### src/rtl/mpsk_symbol_mapper.sv
// Gray-coded BPSK/QPSK/8PSK mapper: packs a serial bit stream into symbols and
// emits a DDS phase word on each symbol tick, flagging ticks that find no symbol staged.
module mpsk_symbol_mapper #(
    parameter int                  PHASE_W      = 16,
    parameter int                  FREQ_W       = 16,
    parameter int                  SYM_CNT_W    = 16,
    parameter logic [PHASE_W-1:0]  PHASE_OFFSET = '0
) (
    input  logic                 clk,
    input  logic                 rst_n,
    input  logic                 enable,
    input  logic [1:0]           mode,
    input  logic [SYM_CNT_W-1:0] sym_period,
    input  logic                 bit_in,
    input  logic                 bit_valid,
    output logic                 bit_ready,
    input  logic [FREQ_W-1:0]    freq_in,
    output logic [FREQ_W-1:0]    freq_out,
    output logic [PHASE_W-1:0]   phase_out,
    output logic                 sym_strobe,
    output logic                 underrun,
    output logic [1:0]           fsm_state
);

    // Handshake: a bit transfers on a rising clk edge when bit_valid & bit_ready are both high;
    // bit_ready depends only on enable and registered state, never on bit_valid.

    typedef enum logic [1:0] {
        IDLE = 2'd0,
        FILL = 2'd1,
        FULL = 2'd2
    } state_t;

    state_t               state, state_nxt;
    logic [1:0]           bit_cnt, bit_cnt_nxt;
    logic [1:0]           sym_k, sym_k_nxt;
    logic [2:0]           sreg, sreg_nxt;
    logic [SYM_CNT_W-1:0] sym_cnt;
    logic [SYM_CNT_W-1:0] period_m1;
    logic                 tick;
    logic                 accept;
    logic [1:0]           mode_k;
    logic [1:0]           k_cur;
    logic [2:0]           sym_bin;
    logic [PHASE_W-1:0]   sym_phase;
    logic                 load_phase;
    logic                 underrun_nxt;

    assign mode_k    = (mode == 2'b01) ? 2'd2 : (mode == 2'b10) ? 2'd3 : 2'd1;
    assign bit_ready = enable & (state == FILL);
    assign accept    = bit_valid & bit_ready;
    assign k_cur     = (bit_cnt == 2'd0) ? mode_k : sym_k;
    assign fsm_state = state;

    // A zero period behaves as one clock per symbol.
    assign period_m1 = (sym_period == '0) ? '0 : sym_period - 1'b1;
    assign tick      = enable & (sym_cnt >= period_m1);

    // Staged bits sit right-aligned with zero fill, so one prefix-XOR serves every k.
    assign sym_bin   = {sreg[2], sreg[2] ^ sreg[1], sreg[2] ^ sreg[1] ^ sreg[0]};
    assign sym_phase = PHASE_OFFSET + (PHASE_W'(sym_bin) << (PHASE_W - 32'(sym_k)));

    always_ff @(posedge clk or negedge rst_n) begin
        if (!rst_n) begin
            sym_cnt <= '0;
        end else if (!enable || tick) begin
            sym_cnt <= '0;
        end else begin
            sym_cnt <= sym_cnt + 1'b1;
        end
    end

    always_comb begin
        state_nxt    = state;
        bit_cnt_nxt  = bit_cnt;
        sym_k_nxt    = sym_k;
        sreg_nxt     = sreg;
        load_phase   = 1'b0;
        underrun_nxt = 1'b0;
        if (!enable) begin
            state_nxt   = IDLE;
            bit_cnt_nxt = 2'd0;
            sym_k_nxt   = 2'd1;
            sreg_nxt    = 3'd0;
        end else begin
            case (state)
                IDLE: state_nxt = FILL;
                FILL: begin
                    underrun_nxt = tick;
                    if (accept) begin
                        if (bit_cnt == 2'd0) begin
                            sym_k_nxt = mode_k;
                            sreg_nxt  = {2'b00, bit_in};
                        end else begin
                            sreg_nxt  = {sreg[1:0], bit_in};
                        end
                        if (bit_cnt + 2'd1 == k_cur) begin
                            state_nxt   = FULL;
                            bit_cnt_nxt = 2'd0;
                        end else begin
                            bit_cnt_nxt = bit_cnt + 2'd1;
                        end
                    end
                end
                FULL: begin
                    if (tick) begin
                        load_phase = 1'b1;
                        state_nxt  = FILL;
                    end
                end
                default: state_nxt = IDLE;
            endcase
        end
    end

    always_ff @(posedge clk or negedge rst_n) begin
        if (!rst_n) begin
            state      <= IDLE;
            bit_cnt    <= 2'd0;
            sym_k      <= 2'd1;
            sreg       <= 3'd0;
            phase_out  <= PHASE_OFFSET;
            sym_strobe <= 1'b0;
            underrun   <= 1'b0;
            freq_out   <= '0;
        end else begin
            state      <= state_nxt;
            bit_cnt    <= bit_cnt_nxt;
            sym_k      <= sym_k_nxt;
            sreg       <= sreg_nxt;
            sym_strobe <= load_phase;
            underrun   <= underrun_nxt;
            freq_out   <= freq_in;
            if (load_phase) begin
                phase_out <= sym_phase;
            end
        end
    end

endmodule
### config.mk
export PLATFORM = sky130hd
export DESIGN_NAME = mpsk_symbol_mapper
export DESIGN_NICKNAME = d
export VERILOG_FILES = /design/src/rtl/mpsk_symbol_mapper.sv
export SDC_FILE = /design/constraint.sdc
export NUM_CORES = 1
export LEC_CHECK = 0
export ABC_AREA = 1
export CORE_AREA = 2 2 87 89
export CTS_CLUSTER_SIZE = 30
export DETAILED_ROUTE_END_ITERATION = 8
export DIE_AREA = 0 0 89 91
export PLACE_DENSITY = 0.8
export SYNTH_ARGS = -nofsm -noshare
export SYNTH_HDL_FRONTEND = slang
export SYNTH_SLANG_ARGS = --single-unit
### constraint.sdc
create_clock -name clk -period 3.3 [get_ports clk]
set_input_delay 0.33 -clock clk [delete_from_list [all_inputs] [get_ports clk]]
set_output_delay 0.33 -clock clk [all_outputs]
set_load 0.01 [all_outputs]
==> results.sh, run 1 <==
export IMPL_die_h_um=91
export IMPL_netlist_area_mm2=0.00310
export IMPL_finalMaxSlewViolations=0
export IMPL_hold_viol=0
export IMPL_clock_latency_ns=0.29
export IMPL_firstDrtPassIters=4
export IMPL_synth_area_leader_cell="dfrtp_1"
export IMPL_crit_required_ns=3.52
export IMPL_path_buf_inv=3
export IMPL_via_per_inst=4.76
export IMPL_core_area_mm2=0.00714
export IMPL_rows=31
export IMPL_fin_util_pct=56.4
export IMPL_setup_viol=0
export IMPL_antenna_found_initial=0
export IMPL_globalplace_congestion=0.855
export IMPL_power_internal_uw=1070
export IMPL_synth_warnings=0
export IMPL_cts_root_buf="clkbuf_8"
export IMPL_synth_area_top_cells="dfrtp_1 44%, nand2_1 11%, ha_1 8.9%"
export IMPL_cp_max_fo=16
export IMPL_max_freq_mhz=343
export IMPL_seq_area_frac_synth_pct=44.4
export IMPL_timing_slew_headroom_pct=62.8
export IMPL_period_minus_slack_ns=2.91
export IMPL_grt_pass1_wl_um=11400
export IMPL_drt_total_wl_um=6480
export IMPL_p_per_area_mw_per_mm2=372
export IMPL_drt_iter0_markers=155
export IMPL_cts_htree_levels=2
export IMPL_cp_depth=17
export IMPL_worst_pin_slew_ns=0.557
export IMPL_startpoint_type="primary input"
export IMPL_fin_setup_tns_ns=0
export IMPL_crit_chain="clkdlybuf4s50_1 > inv_1 > ha_1 > nand2_1 > nor2_1 > nand2_1 > nor2_1 > xor2_1 > nand2_1 > ha_1 > nand2_1 > inv_1 > nand2_1 > a21oi_1 > nor2_2 > nand3_2 > nor2_1"
export IMPL_ir_drop_v=0.000257
export IMPL_power_switching_uw=429
export IMPL_ys_seq_elements=55
export IMPL_finClkSkew_ns=0.00716
export IMPL_synth_flop_cell="dfrtp_1"
export IMPL_path_delay_family="simple AND/OR/NAND/NOR gates"
export IMPL_pin_count=76
export IMPL_grt_overflow_total=0
export IMPL_worst_path_max_delay_cell="clkdlybuf4s50_1"
export IMPL_clock_sinks=55
export IMPL_p_leak_uw=0.00200
export IMPL_antenna_left=0
export IMPL_power_frac_seq_pct=49.7
export IMPL_grt_total_usage_pct=17.2
export IMPL_async_flop_share_pct=100
export IMPL_crit_arrival_ns=3.13
export IMPL_hpwl_um=5240
export IMPL_ys_types=33
export IMPL_holdBufCountCts=0
export IMPL_drv_cap=0
export IMPL_drive_gt1_share_pct=6.07
export IMPL_netSwitchingFraction_pct=28.6
export IMPL_clockBufferDepth=2
export IMPL_diodes=0
export IMPL_area_delta_synth_final_pct=29.6
export IMPL_cts_tree="done"
export IMPL_synth_avg_cell_area_um2=8.08
export IMPL_reg2reg_depth=10
export IMPL_synth_top_area_share_pct=43.5
export IMPL_status="finished, final reports clean"
export IMPL_rsz0062_at_grt="no"
export IMPL_hp_class="primary input to async pin"
export IMPL_fin_crit_sh_pct=88.3
export IMPL_critPathKind="primary input to register"
export IMPL_synthCells=384
export IMPL_grt_pass1_vias=2698
export IMPL_syn_num_nets=445
export IMPL_fp_dieW_um=89
export IMPL_nNetsFinal=522
export IMPL_via_count=2663
export IMPL_drc_errors=0
export IMPL_cts_made_buffers=5
export IMPL_start_util_pct=43.5
export IMPL_dieArea_mm2=0.00810
export IMPL_crit_path_end_kind="register"
export IMPL_grt_max_degree=31
export IMPL_crit_path_frequent_cell="nand2_1"
export IMPL_clkPwrFrac_pct=23.9
export IMPL_cts_clk_slew_worst_paths_ns=0.09
export IMPL_synth_edf_count=0
export IMPL_wl_per_cell_um=11.6
export IMPL_cts_setup_buffers=0
export IMPL_pwr_share_comb_pct=26.4
export IMPL_cts_resized_gates=0
export IMPL_slowest_delay_ns=0.40
export IMPL_portBuffers=75
==> layout by cell type, fill, tap and decap left out, drive strengths merged, types with 4 or more instances in the layout <==
cell / count
inv: 53
a21oi: 12
nand3b: 4
xor2: 13
nand4: 9
dfrtp: 54
clkbuf: 6
nand3: 24
ha: 22
xnor2: 5
nand2: 91
nor2: 63
clkdlybuf4s50: 74
o21ai: 12
nor3: 4
==> sequential cells by signal (all words and copies together) (netlist names) <==
signal,cells
sreg,3
sym_cnt,16
underrun,1
phase_out,12
sym_k,2
freq_out,16
sym_strobe,1
fsm_state,2
bit_cnt,2
==> final cells by class <==
cell class	count	area [um^2]
fill	689	3110
clock inverter	1	5.00
inverter	53	201
tap	99	124
sequential	55	1380
timing repair buffer	76	753
multi-input combinational	270	1480
clock buffer	6	82.6
==> worst paths after layout <==
path	start	end	slack [ns]
worst max-delay path	sym_period[0]	sym_cnt[14]$_DFF_PN0_	0.39
worst min-delay path	rst_n	freq_out[0]$_DFF_PN0_	0.01
worst max register to register	sym_cnt[7]$_DFF_PN0_	sym_cnt[14]$_DFF_PN0_	1.45
worst min register to register	phase_out[13]$_DFFE_PN0P_	phase_out[13]$_DFFE_PN0P_	0.48
max in group asynchronous	rst_n	sym_k[0]$_DFFE_PN1P_	2.45
min in group clk	freq_in[11]	freq_out[11]$_DFF_PN0_	0.47
==> stage by stage <==
stage | total power, uW | area [um^2] | worst slack, ns | cells | hold slack (ns)
6_report | 1500 | 4020 | 0.385 | 560 | 0.0143
5_1_grt | 1600 | 4020 | 0.118 | 560 | 0.0506
4_1_cts | 1520 | 4020 | 0.374 | 560 | 0.0250
3_5_place_dp | 1150 | 3940 | 0.0664 | 553 | 0.353
3_3_place_gp | 1140 | 3940 | 0.176 | 553 | 0.340
2_1_floorplan | 970 | 3100 | 0.942 | 384 | 0.0344
==> layer usage <==
layer / global-route usage, % / up-vias / wire length [um]
li1: - / 1369 / -
met1: 20.4 / 1212 / 2700
met2: 30.9 / 72 / 3350
met3: 3.91 / 10 / 311
met4: 4.10 / 0 / 109
met5: 0 / - / 0
==> cells by family (layout without fill, tap and decap cells) <==
family	count (synthesis)	in the layout	share of synthesized area, %
AO/OA/AOI/OAI	29	29	4.96
XOR/XNOR	18	18	5.08
adder cells (fa/ha/maj)	22	22	8.87
buffers and inverters	59	136	7.98
flip-flops	55	55	44.4
AND/OR/NAND/NOR	201	201	28.7
==> cells in the mapped netlist, types with 2 or more instances <==
cell type  number
inv_1          51
o22ai_1         3
nor2_2          5
o21ai_1         2
and3_1          2
nor2_1         57
ha_1           22
a21oi_1        12
nand2_1        87
dfrtp_1        54
or2_2           2
nand4_1         8
nor3_1          3
nand3_1        23
nand2_2         4
nand3b_1        3
o21ai_0        10
buf_4           4
o211ai_1        2
xnor2_1         5
xor2_1         13
==> power groups by stage <==
stage	clock network, uW	registers, uW	logic (uW)
6_report	358	744	396
5_1_grt	405	750	449
4_1_cts	377	744	399
3_5_place_dp	0	758	397
3_3_place_gp	0	755	382
2_1_floorplan	0	768	202
Power figures use the tool's default switching activity.
==> run 2, diff against run 1 <==
- HOLD_SLACK_MARGIN: not set -> 0.15
==> results.sh, run 2 (same netlist as run 1, synthesis figures left out) <==
export IMPL_crit_path_end_kind="register"
export IMPL_cts_resized_gates=0
export IMPL_area_delta_synth_final_pct=29.9
export IMPL_cts_setup_buffers=0
export IMPL_clock_latency_ns=0.29
export IMPL_cts_made_buffers=5
export IMPL_crit_arrival_ns=3.13
export IMPL_dieArea_mm2=0.00810
export IMPL_rows=31
export IMPL_top_regs="freq_out (16), sym_cnt (16), phase_out (12)"
export IMPL_drc_errors=0
export IMPL_crit_reg2reg_launch="sym_cnt[7]$_DFF_PN0_"
export IMPL_worst_pin_slew_ns=0.558
export IMPL_finClkSkew_ns=0.00716
export IMPL_crit_start="sym_period[0]"
export IMPL_globalplace_congestion=0.855
export IMPL_status="finished, final reports clean"
export IMPL_setup_viol=0
export IMPL_fin_setup_tns_ns=0
export IMPL_clockBufferDepth=2
export IMPL_antenna_left=0
export IMPL_firstDrtPassIters=4
export IMPL_ir_drop_v=0.000257
export IMPL_worst_path_max_delay_cell="clkdlybuf4s50_1"
export IMPL_via_count=2666
export IMPL_max_freq_mhz=343
export IMPL_crit_path_frequent_cell="nand2_1"
export IMPL_wl_per_cell_um=11.6
export IMPL_multi_input_area_mm2=0.00148
export IMPL_grt_pass1_wl_um=11400
export IMPL_p_leak_uw=0.00200
export IMPL_grt_pass1_vias=2707
export IMPL_power_uw=1500
export IMPL_cts_htree_levels=2
export IMPL_via_per_inst=4.75
export IMPL_cts_tree="done"
export IMPL_slowest_delay_ns=0.40
export IMPL_timing_slew_headroom_pct=62.8
export IMPL_pin_count=76
export IMPL_die_h_um=91
export IMPL_rsz0062_at_grt="no"
export IMPL_nNetsFinal=523
export IMPL_critPathKind="primary input to register"
export IMPL_hpwl_um=5240
export IMPL_period_minus_slack_ns=2.92
export IMPL_drv_cap=0
export IMPL_final_common_cell="nand2_1"
export IMPL_crit_chain="clkdlybuf4s50_1 > inv_1 > ha_1 > nand2_1 > nor2_1 > nand2_1 > nor2_1 > xor2_1 > nand2_1 > ha_1 > nand2_1 > inv_1 > nand2_1 > a21oi_1 > nor2_2 > nand3_2 > nor2_1"
export IMPL_num_fill_cells=688
export IMPL_core_area_mm2=0.00714
export IMPL_cts_root_buf="clkbuf_8"
export IMPL_portBuffers=75
export IMPL_holdBufCountCts=1
export IMPL_min_delay_start="freq_in[11]"
export IMPL_fin_crit_sh_pct=88.4
export IMPL_drive_gt1_share_pct=6.06
export IMPL_fp_dieW_um=89
export IMPL_hp_class="primary input to register"
export IMPL_final_cell_mix="87 x nand2_1, 74 x clkdlybuf4s50_1, 57 x nor2_1, 54 x dfrtp_1, 51 x inv_1"
export IMPL_diodes=0
export IMPL_grt_total_usage_pct=17.2
export IMPL_drt_total_wl_um=6490
export IMPL_antenna_found_initial=0
export IMPL_finalMaxSlewViolations=0
export IMPL_seq_area_mm2=0.00138
export IMPL_grt_max_degree=31
export IMPL_cts_clk_slew_worst_paths_ns=0.09
export IMPL_cp_max_fo=16
export IMPL_drt_iter0_markers=133
export IMPL_p_per_area_mw_per_mm2=372
export IMPL_startpoint_type="primary input"
export IMPL_start_util_pct=43.5
export IMPL_grt_overflow_total=0
export IMPL_clock_sinks=55
export IMPL_crit_required_ns=3.52
export IMPL_hold_viol=0
run 2: cell count changes in the layout (fill, tap and decap cells not counted):
| cell | before | now |
|---|---|---|
| dlygate4sd3_1 | 0 | 1 |
run 2: layout make-up:
class | instances | share of cell area, %
multi-input cells | 270 | 36.7
flip-flops and latches | 55 | 34.2
repair buffers | 77 | 18.9
inverters | 53 | 5.00
well taps | 99 | 3.07
clock buffers | 6 | 2.05
clock inverters | 1 | 0.124
run 2: power breakdown:
group / internal [uW] / switching, uW / total (uW) / leakage (uW)
logic: 187 / 210 / 396 / 0.00127
clock network: 165 / 193 / 358 / 0.0000470
registers: 718 / 25.9 / 744 / 0.000684
run 2: worst max-delay path, delay by kind of cell:
family | cells | cell delay, ns
AO/OA/AOI/OAI | 1 | 0.07
XOR/XNOR | 1 | 0.16
adder cells (fa/ha/maj) | 2 | 0.49
AND/OR/NAND/NOR | 10 | 1.50
buffers and inverters | 3 | 0.58
run 2: metrics by stage:
step	setup slack (ns)	instances	cell area (um^2)	utilization (%)	hold slack, ns
after floorplan	0.942	384	3100	-	0.0344
after global placement	0.176	553	3940	55.1	0.340
after detailed placement	0.0664	553	3940	55.1	0.353
after CTS	0.374	561	4030	56.5	0.451
after global routing	0.118	561	4030	56.5	0.444
final	0.384	561	4030	56.5	0.466
run 2: worst paths after layout:
kind                            depth (start not counted)                        end  slack, ns
max in group asynchronous                               3       sym_k[0]$_DFFE_PN1P_       1.91
min in group asynchronous                               2      freq_out[0]$_DFF_PN0_       0.56
worst max-delay path                                   17      sym_cnt[14]$_DFF_PN0_       0.38
worst min register to register                          2  phase_out[13]$_DFFE_PN0P_       0.48
worst min-delay path                                    1     freq_out[11]$_DFF_PN0_       0.47
worst max register to register                         10      sym_cnt[14]$_DFF_PN0_       1.45
run 2: per-layer routing:
layer,wire (um),vias up,global-route usage (%),part of all wire (%)
met3,353,10,3.91,5.4
met1,2670,1215,20.5,41
li1,-,1367,-,-
met2,3350,74,31.0,52
met5,0,-,0,0
met4,109,0,4.10,1.7
